## src/rtl/spi_responder_pkg.sv

```systemverilog
// Shared types and constants for the SPI register responder.
package spi_responder_pkg;

  typedef enum logic [1:0] {
    IDLE,
    CMD,
    WDATA,
    RDATA
  } state_e;

  localparam int CMD_READ_BIT = 7;
  localparam int ADDR_W       = 7;
  localparam int DATA_W       = 8;

endpackage

```

## src/rtl/spi_input_sync.sv

```systemverilog
// Synchronizes the asynchronous SPI pins into clk_48mhz and derives edge strobes.
module spi_input_sync #(
  parameter int SYNC_STAGES = 2
) (
  input  logic clk_48mhz,
  input  logic reset,
  input  logic spi_sck,
  input  logic spi_cs_n,
  input  logic spi_mosi,
  output logic sck_rise,
  output logic sck_fall,
  output logic cs_active,
  output logic cs_fall,
  output logic cs_rise,
  output logic mosi_s
);

  logic [SYNC_STAGES-1:0] sck_sync_q;
  logic [SYNC_STAGES-1:0] cs_n_sync_q;
  logic [SYNC_STAGES-1:0] mosi_sync_q;
  logic                   sck_prev_q;
  logic                   cs_n_prev_q;
  logic                   sck_s;
  logic                   cs_n_s;

  // CS is assumed asserted out of reset, so a frame already in flight is never
  // joined mid-byte: a fresh falling edge is needed to start the next frame.
  always_ff @(posedge clk_48mhz) begin
    if (reset) begin
      sck_sync_q  <= '0;
      cs_n_sync_q <= '0;
      mosi_sync_q <= '0;
      sck_prev_q  <= 1'b0;
      cs_n_prev_q <= 1'b0;
    end else begin
      sck_sync_q  <= {sck_sync_q[SYNC_STAGES-2:0], spi_sck};
      cs_n_sync_q <= {cs_n_sync_q[SYNC_STAGES-2:0], spi_cs_n};
      mosi_sync_q <= {mosi_sync_q[SYNC_STAGES-2:0], spi_mosi};
      sck_prev_q  <= sck_sync_q[SYNC_STAGES-1];
      cs_n_prev_q <= cs_n_sync_q[SYNC_STAGES-1];
    end
  end

  assign sck_s     = sck_sync_q[SYNC_STAGES-1];
  assign cs_n_s    = cs_n_sync_q[SYNC_STAGES-1];
  assign mosi_s    = mosi_sync_q[SYNC_STAGES-1];
  assign sck_rise  = sck_s & ~sck_prev_q;
  assign sck_fall  = ~sck_s & sck_prev_q;
  assign cs_active = ~cs_n_s;
  assign cs_fall   = ~cs_n_s & cs_n_prev_q;
  assign cs_rise   = cs_n_s & ~cs_n_prev_q;

endmodule

```

## src/rtl/spi_register_responder.sv

```systemverilog
// SPI mode-0 target giving an external host read/write access to a 128-byte
// register space, with auto-incrementing address bursts.
module spi_register_responder
  import spi_responder_pkg::*;
#(
  parameter logic [7:0] SIGNATURE   = 8'hA5,
  parameter int         SYNC_STAGES = 2
) (
  input  logic              clk_48mhz,
  input  logic              reset,
  input  logic              spi_sck,
  input  logic              spi_cs_n,
  input  logic              spi_mosi,
  output logic              spi_miso,
  output logic              spi_miso_oe,
  output logic [ADDR_W-1:0] reg_addr,
  output logic [DATA_W-1:0] reg_wdata,
  output logic              reg_we,
  output logic              reg_re,
  input  logic [DATA_W-1:0] reg_rdata,
  output logic              busy,
  output logic              frame_err
);

  logic sck_rise, sck_fall, cs_active, cs_fall, cs_rise, mosi_s;

  spi_input_sync #(
    .SYNC_STAGES(SYNC_STAGES)
  ) u_sync (
    .clk_48mhz(clk_48mhz),
    .reset    (reset),
    .spi_sck  (spi_sck),
    .spi_cs_n (spi_cs_n),
    .spi_mosi (spi_mosi),
    .sck_rise (sck_rise),
    .sck_fall (sck_fall),
    .cs_active(cs_active),
    .cs_fall  (cs_fall),
    .cs_rise  (cs_rise),
    .mosi_s   (mosi_s)
  );

  state_e            state_q, state_d;
  logic [2:0]        bit_cnt_q, bit_cnt_d;
  logic [DATA_W-1:0] rx_shift_q, rx_shift_d;
  logic [DATA_W-1:0] tx_shift_q, tx_shift_d;
  logic [ADDR_W-1:0] addr_q, addr_d;
  logic [DATA_W-1:0] wdata_q, wdata_d;
  logic              we_q, we_d;
  logic              re_q, re_d;
  logic              cap_q, cap_d;
  logic              inc_q, inc_d;
  logic              ferr_q, ferr_d;
  logic [DATA_W-1:0] rx_byte;
  logic              byte_done;

  always_ff @(posedge clk_48mhz) begin
    if (reset) begin
      state_q    <= IDLE;
      bit_cnt_q  <= '0;
      rx_shift_q <= '0;
      tx_shift_q <= '0;
      addr_q     <= '0;
      wdata_q    <= '0;
      we_q       <= 1'b0;
      re_q       <= 1'b0;
      cap_q      <= 1'b0;
      inc_q      <= 1'b0;
      ferr_q     <= 1'b0;
    end else begin
      state_q    <= state_d;
      bit_cnt_q  <= bit_cnt_d;
      rx_shift_q <= rx_shift_d;
      tx_shift_q <= tx_shift_d;
      addr_q     <= addr_d;
      wdata_q    <= wdata_d;
      we_q       <= we_d;
      re_q       <= re_d;
      cap_q      <= cap_d;
      inc_q      <= inc_d;
      ferr_q     <= ferr_d;
    end
  end

  assign rx_byte   = {rx_shift_q[DATA_W-2:0], mosi_s};
  assign byte_done = sck_rise && (bit_cnt_q == 3'd7);

  // Read data lands the cycle after the strobe, and the address steps only once
  // the access it belongs to has finished; both run on regardless of CS.
  always_comb begin
    state_d    = state_q;
    bit_cnt_d  = bit_cnt_q;
    rx_shift_d = rx_shift_q;
    tx_shift_d = tx_shift_q;
    addr_d     = addr_q;
    wdata_d    = wdata_q;
    we_d       = 1'b0;
    re_d       = 1'b0;
    ferr_d     = 1'b0;
    cap_d      = re_q;
    inc_d      = cap_q | we_q;

    if (cap_q) tx_shift_d = reg_rdata;
    if (inc_q) addr_d = addr_q + 7'd1;

    case (state_q)
      IDLE: begin
        if (cs_fall) begin
          state_d    = CMD;
          tx_shift_d = SIGNATURE;
          bit_cnt_d  = '0;
          rx_shift_d = '0;
        end
      end
      default: begin
        if (cs_rise) begin
          state_d   = IDLE;
          ferr_d    = (bit_cnt_q != 3'd0);
          bit_cnt_d = '0;
        end else begin
          if (sck_rise) begin
            rx_shift_d = rx_byte;
            bit_cnt_d  = bit_cnt_q + 3'd1;
          end
          // The first falling edge of a byte leaves the freshly loaded MSB in place.
          if (sck_fall && (bit_cnt_q != 3'd0)) begin
            tx_shift_d = {tx_shift_q[DATA_W-2:0], 1'b0};
          end
          if (byte_done) begin
            case (state_q)
              CMD: begin
                addr_d = rx_byte[ADDR_W-1:0];
                if (rx_byte[CMD_READ_BIT]) begin
                  state_d = RDATA;
                  re_d    = 1'b1;
                end else begin
                  state_d    = WDATA;
                  tx_shift_d = '0;
                end
              end
              WDATA: begin
                wdata_d    = rx_byte;
                we_d       = 1'b1;
                tx_shift_d = '0;
              end
              RDATA:   re_d = 1'b1;
              default: ;
            endcase
          end
        end
      end
    endcase
  end

  assign spi_miso    = tx_shift_q[DATA_W-1];
  assign busy        = cs_active && (state_q != IDLE);
  assign spi_miso_oe = busy;
  assign reg_addr    = addr_q;
  assign reg_wdata   = wdata_q;
  assign reg_we      = we_q;
  assign reg_re      = re_q;
  assign frame_err   = ferr_q;

endmodule

```

## config.mk

```make
export PLATFORM = sky130hd
export DESIGN_NAME = spi_register_responder
export DESIGN_NICKNAME = d
export VERILOG_FILES = /design/src/rtl/spi_responder_pkg.sv /design/src/rtl/spi_input_sync.sv /design/src/rtl/spi_register_responder.sv
export SDC_FILE = /design/constraint.sdc
export NUM_CORES = 1
export LEC_CHECK = 0
export ABC_CLOCK_PERIOD_IN_PS = 2000
export BUFFER_PORTS_ARGS = -buffer_cell sky130_fd_sc_hd__buf_2
export CAP_MARGIN = 20
export CORE_ASPECT_RATIO = 1.1
export CORE_MARGIN = 5
export CORE_UTILIZATION = 55
export DETAILED_ROUTE_END_ITERATION = 7
export GPL_TIMING_DRIVEN = 1
export HOLD_SLACK_MARGIN = 0.15
export PLACE_DENSITY = 0.76
export SLEW_MARGIN = 20
export SYNTH_ARGS = -nofsm -noshare
export SYNTH_HDL_FRONTEND = slang
export SYNTH_HIERARCHICAL = 1
export SYNTH_SLANG_ARGS = --single-unit
```

## constraint.sdc

```tcl
create_clock -name clk_48mhz -period 2 [get_ports clk_48mhz]
set_input_delay 0.4 -clock clk_48mhz [delete_from_list [all_inputs] [get_ports clk_48mhz]]
set_output_delay 0.4 -clock clk_48mhz [all_outputs]
set_load 0.005 [all_outputs]
```

==> impl_metrics.toml <==
[clock_network]
cts-root-buf = "clkbuf_8"
clk_pin_slew_worst_paths_ns = 0.09
ctsHoldBuffers = 0
cts_resized = 0
cts_setup_buffers = 0
cts.sinks = 48
insertion_delay_ns = 0.30
cts_tree = "done"
htree_levels = 2
cts_inserted_buffers = 5
cts_buffer_depth = 2

[floorplanning]
fp.dieW_um = 69.0
core_mm2 = 0.00368
num_rows = 23
die_y_um = 74.9
start_util_pct = 57.2
num_io_pins = 34
die_area_mm2 = 0.00517

[logic_synthesis]
synth-async-reset-ratio_pct = 0
ys_seq_elements = 48
synth_most_common_cell = "dfxtp_1"
yosysTopAreaCell = "dfxtp_1"
synth_common_cells = "48 x dfxtp_1, 28 x nor2_1, 18 x nand2_1"
synth_edf_count = 0
synthTopCellsByArea = "dfxtp_1 46%, mux2i_1 7.6%, nor2_1 5.0%, ha_1 4.8%, a211oi_2 4.2%"
syn-instance-count = 216
synth_top_flop_cell = "dfxtp_1"
syn_nets = 237
synth.top_cell.area_share_pct = 45.6
syn_area_mm2 = 0.00211
syn_avg_cell_area_um2 = 9.75
ys_warn_count = 6
ys_seq_area_share_pct = 45.6
synth.distinct_cells = 40

[grt]
gr-total-overflow = 0
grt_max_degree = 20
antenna_found_initial = 0
grt_pass1_vias = 1535
grt_pass1_wl_um = 6930
grt_usage_pct = 17.9

[critical_path]
worst_setup_path_end_kind = "output pin"
crit_required_ns = 1.60
rr_endpoint = "reg_wdata[1]"
start_kind = "flip-flop"
cp_max_fo = 10
reg2reg_slack_ns = 0.23
reg2regPathDepth = 7
arrival_ns = 1.47
critPathKind = "flip-flop to output pin"
r2r-start = "state_q[0]"

[sta]
maxSlewHeadroom_pct = 69.8
slew_viol_final = 0
tightestPinTransition_ns = 0.452
fin_skew_ns = 0.0122
fin_crit_sh_pct = 93.4
min_period_ns = 1.87
fin_setup_tns_ns = 0
rsz0062_at_grt = "no"
hold_viol = 0
setup_viol = 0
max_freq_ghz = 0.536

[cells_and_area]
final_core_util_pct = 65.8
fin_area_mm2 = 0.00242
fin_nets = 273
drive_gt1_share_pct = 24.9
areaGrowthSynthToFinish_pct = 15.1
antennaDiodeCount = 0

[hold_path]
hold_class = "primary input to flip-flop"
hp-start = "spi_sck"
holdPathStages = 2
hold_end = "u_sync/sck_sync_q[0]"

[drt]
wl_per_cell_um = 13.5
ant_nets = 0
vias = 1629
routed_wl_um = 4080
first_pass_iters = 4
drc = 0
via_per_inst = 5.38
drt_iter0_drc = 88

[pwr]
p_leak_nw = 1.07
power_mw = 1.69
peakVddDrop_v = 0.000487
power_density_mw_per_mm2 = 697

[place]
placed_area_mm2 = 0.00232
dp_hpwl_um = 3000
io_buffers = 33
place.gp.congestion = 0.857

[run_status]
status = "finished clean"

[run]
maxCapViolations = 0
-- worst max path at each step --
stage | endpoint | from | depth (start not counted) | slack, ns
2_1_floorplan | tx_shift_q[4] | state_q[0] | 7 | 0.48
3_5_place_dp | reg_addr[2] | u_sync/sck_sync_q[1] | 5 | 0.07
3_3_place_gp | reg_addr[5] | u_sync/sck_sync_q[1] | 5 | 0.22
4_1_cts | reg_addr[3] | u_sync/sck_sync_q[1] | 5 | 0.03
5_1_grt | spi_miso_oe | state_q[0] | 5 | 0.02
6_report | spi_miso_oe | state_q[0] | 5 | 0.13
-- worst max-delay path: stages (launching register included) --
cell and delay (ns):
dfxtp_1 0.40, inv_1 0.09, ha_1 0.24, buf_4 0.19, nor2b_1 0.13, buf_2 0.12
-- report_power, final --
| group | internal [mW] | switching [mW] |
|---|---|---|
| logic | 0.0500 | 0.0773 |
| clock network | 0.276 | 0.308 |
| registers | 0.968 | 0.00837 |
| total | 1.29 | 0.394 |
-- per-layer routing --
metal | track usage (%) | vias to the layer above | part of all wire [%]
met5 | 0 | - | 0
met4 | 5.84 | 0 | 1.3
met3 | 4.93 | 6 | 5.3
met2 | 28.9 | 35 | 47
met1 | 23.2 | 765 | 46
li1 | - | 823 | -
-- cells in the final DEF (no fill, tap or decap), types with 3 or more instances in the layout --
cell	n
dfxtp_1	48
buf_2	33
xnor2_1	3
mux2i_1	16
xor2_1	3
a21oi_1	8
mux2_2	3
nand2_1	18
nor2b_1	13
a221oi_1	3
nand3_1	10
nand4_1	3
ha_1	8
a211oi_2	7
buf_4	6
nor2_1	28
clkbuf_8	6
inv_1	6
-- metrics by stage --
| step | hold WS (ns) | setup WS (ns) | instances |
|---|---|---|---|
| 3_3_place_gp | 0.428 | 0.224 | 295 |
| 6_report | 0.314 | 0.133 | 303 |
| 5_1_grt | 0.307 | 0.0177 | 303 |
| 4_1_cts | 0.309 | 0.0341 | 303 |
| 3_5_place_dp | 0.427 | 0.0651 | 295 |
| 2_1_floorplan | 0.414 | 0.483 | 216 |
-- cell families (layout without fill, tap and decap cells) --
group | count (synthesis) | count (layout) | synth area share (%)
multiplexers | 19 | 19 | 9.21
flip-flops | 48 | 48 | 45.6
adder cells (fa/ha/maj) | 8 | 8 | 4.75
buffers and inverters | 16 | 53 | 3.80
XOR/XNOR | 6 | 6 | 2.50
AND/OR/NAND/NOR | 84 | 84 | 20.4
AO/OA/AOI/OAI | 35 | 35 | 13.7
-- registers in the layout (all words and copies together) (netlist names), 2 cells and up --
register / count
reg_wdata: 8
rx_shift_q: 7
state_q: 2
u_sync/mosi_sync_q: 2
reg_addr: 7
bit_cnt_q: 3
u_sync/cs_n_sync_q: 2
u_sync/sck_sync_q: 2
tx_shift_q: 8
-- cell type report --
cell class	count	area, µm²
well taps	50	62.6
repair buffers	39	210
multi-input cells	152	1070
inverters	6	22.5
clock inverters	2	10.0
fillers	342	1260
clock buffers	6	82.6
flip-flops and latches	48	961
(Power assumes the default switching activity.)
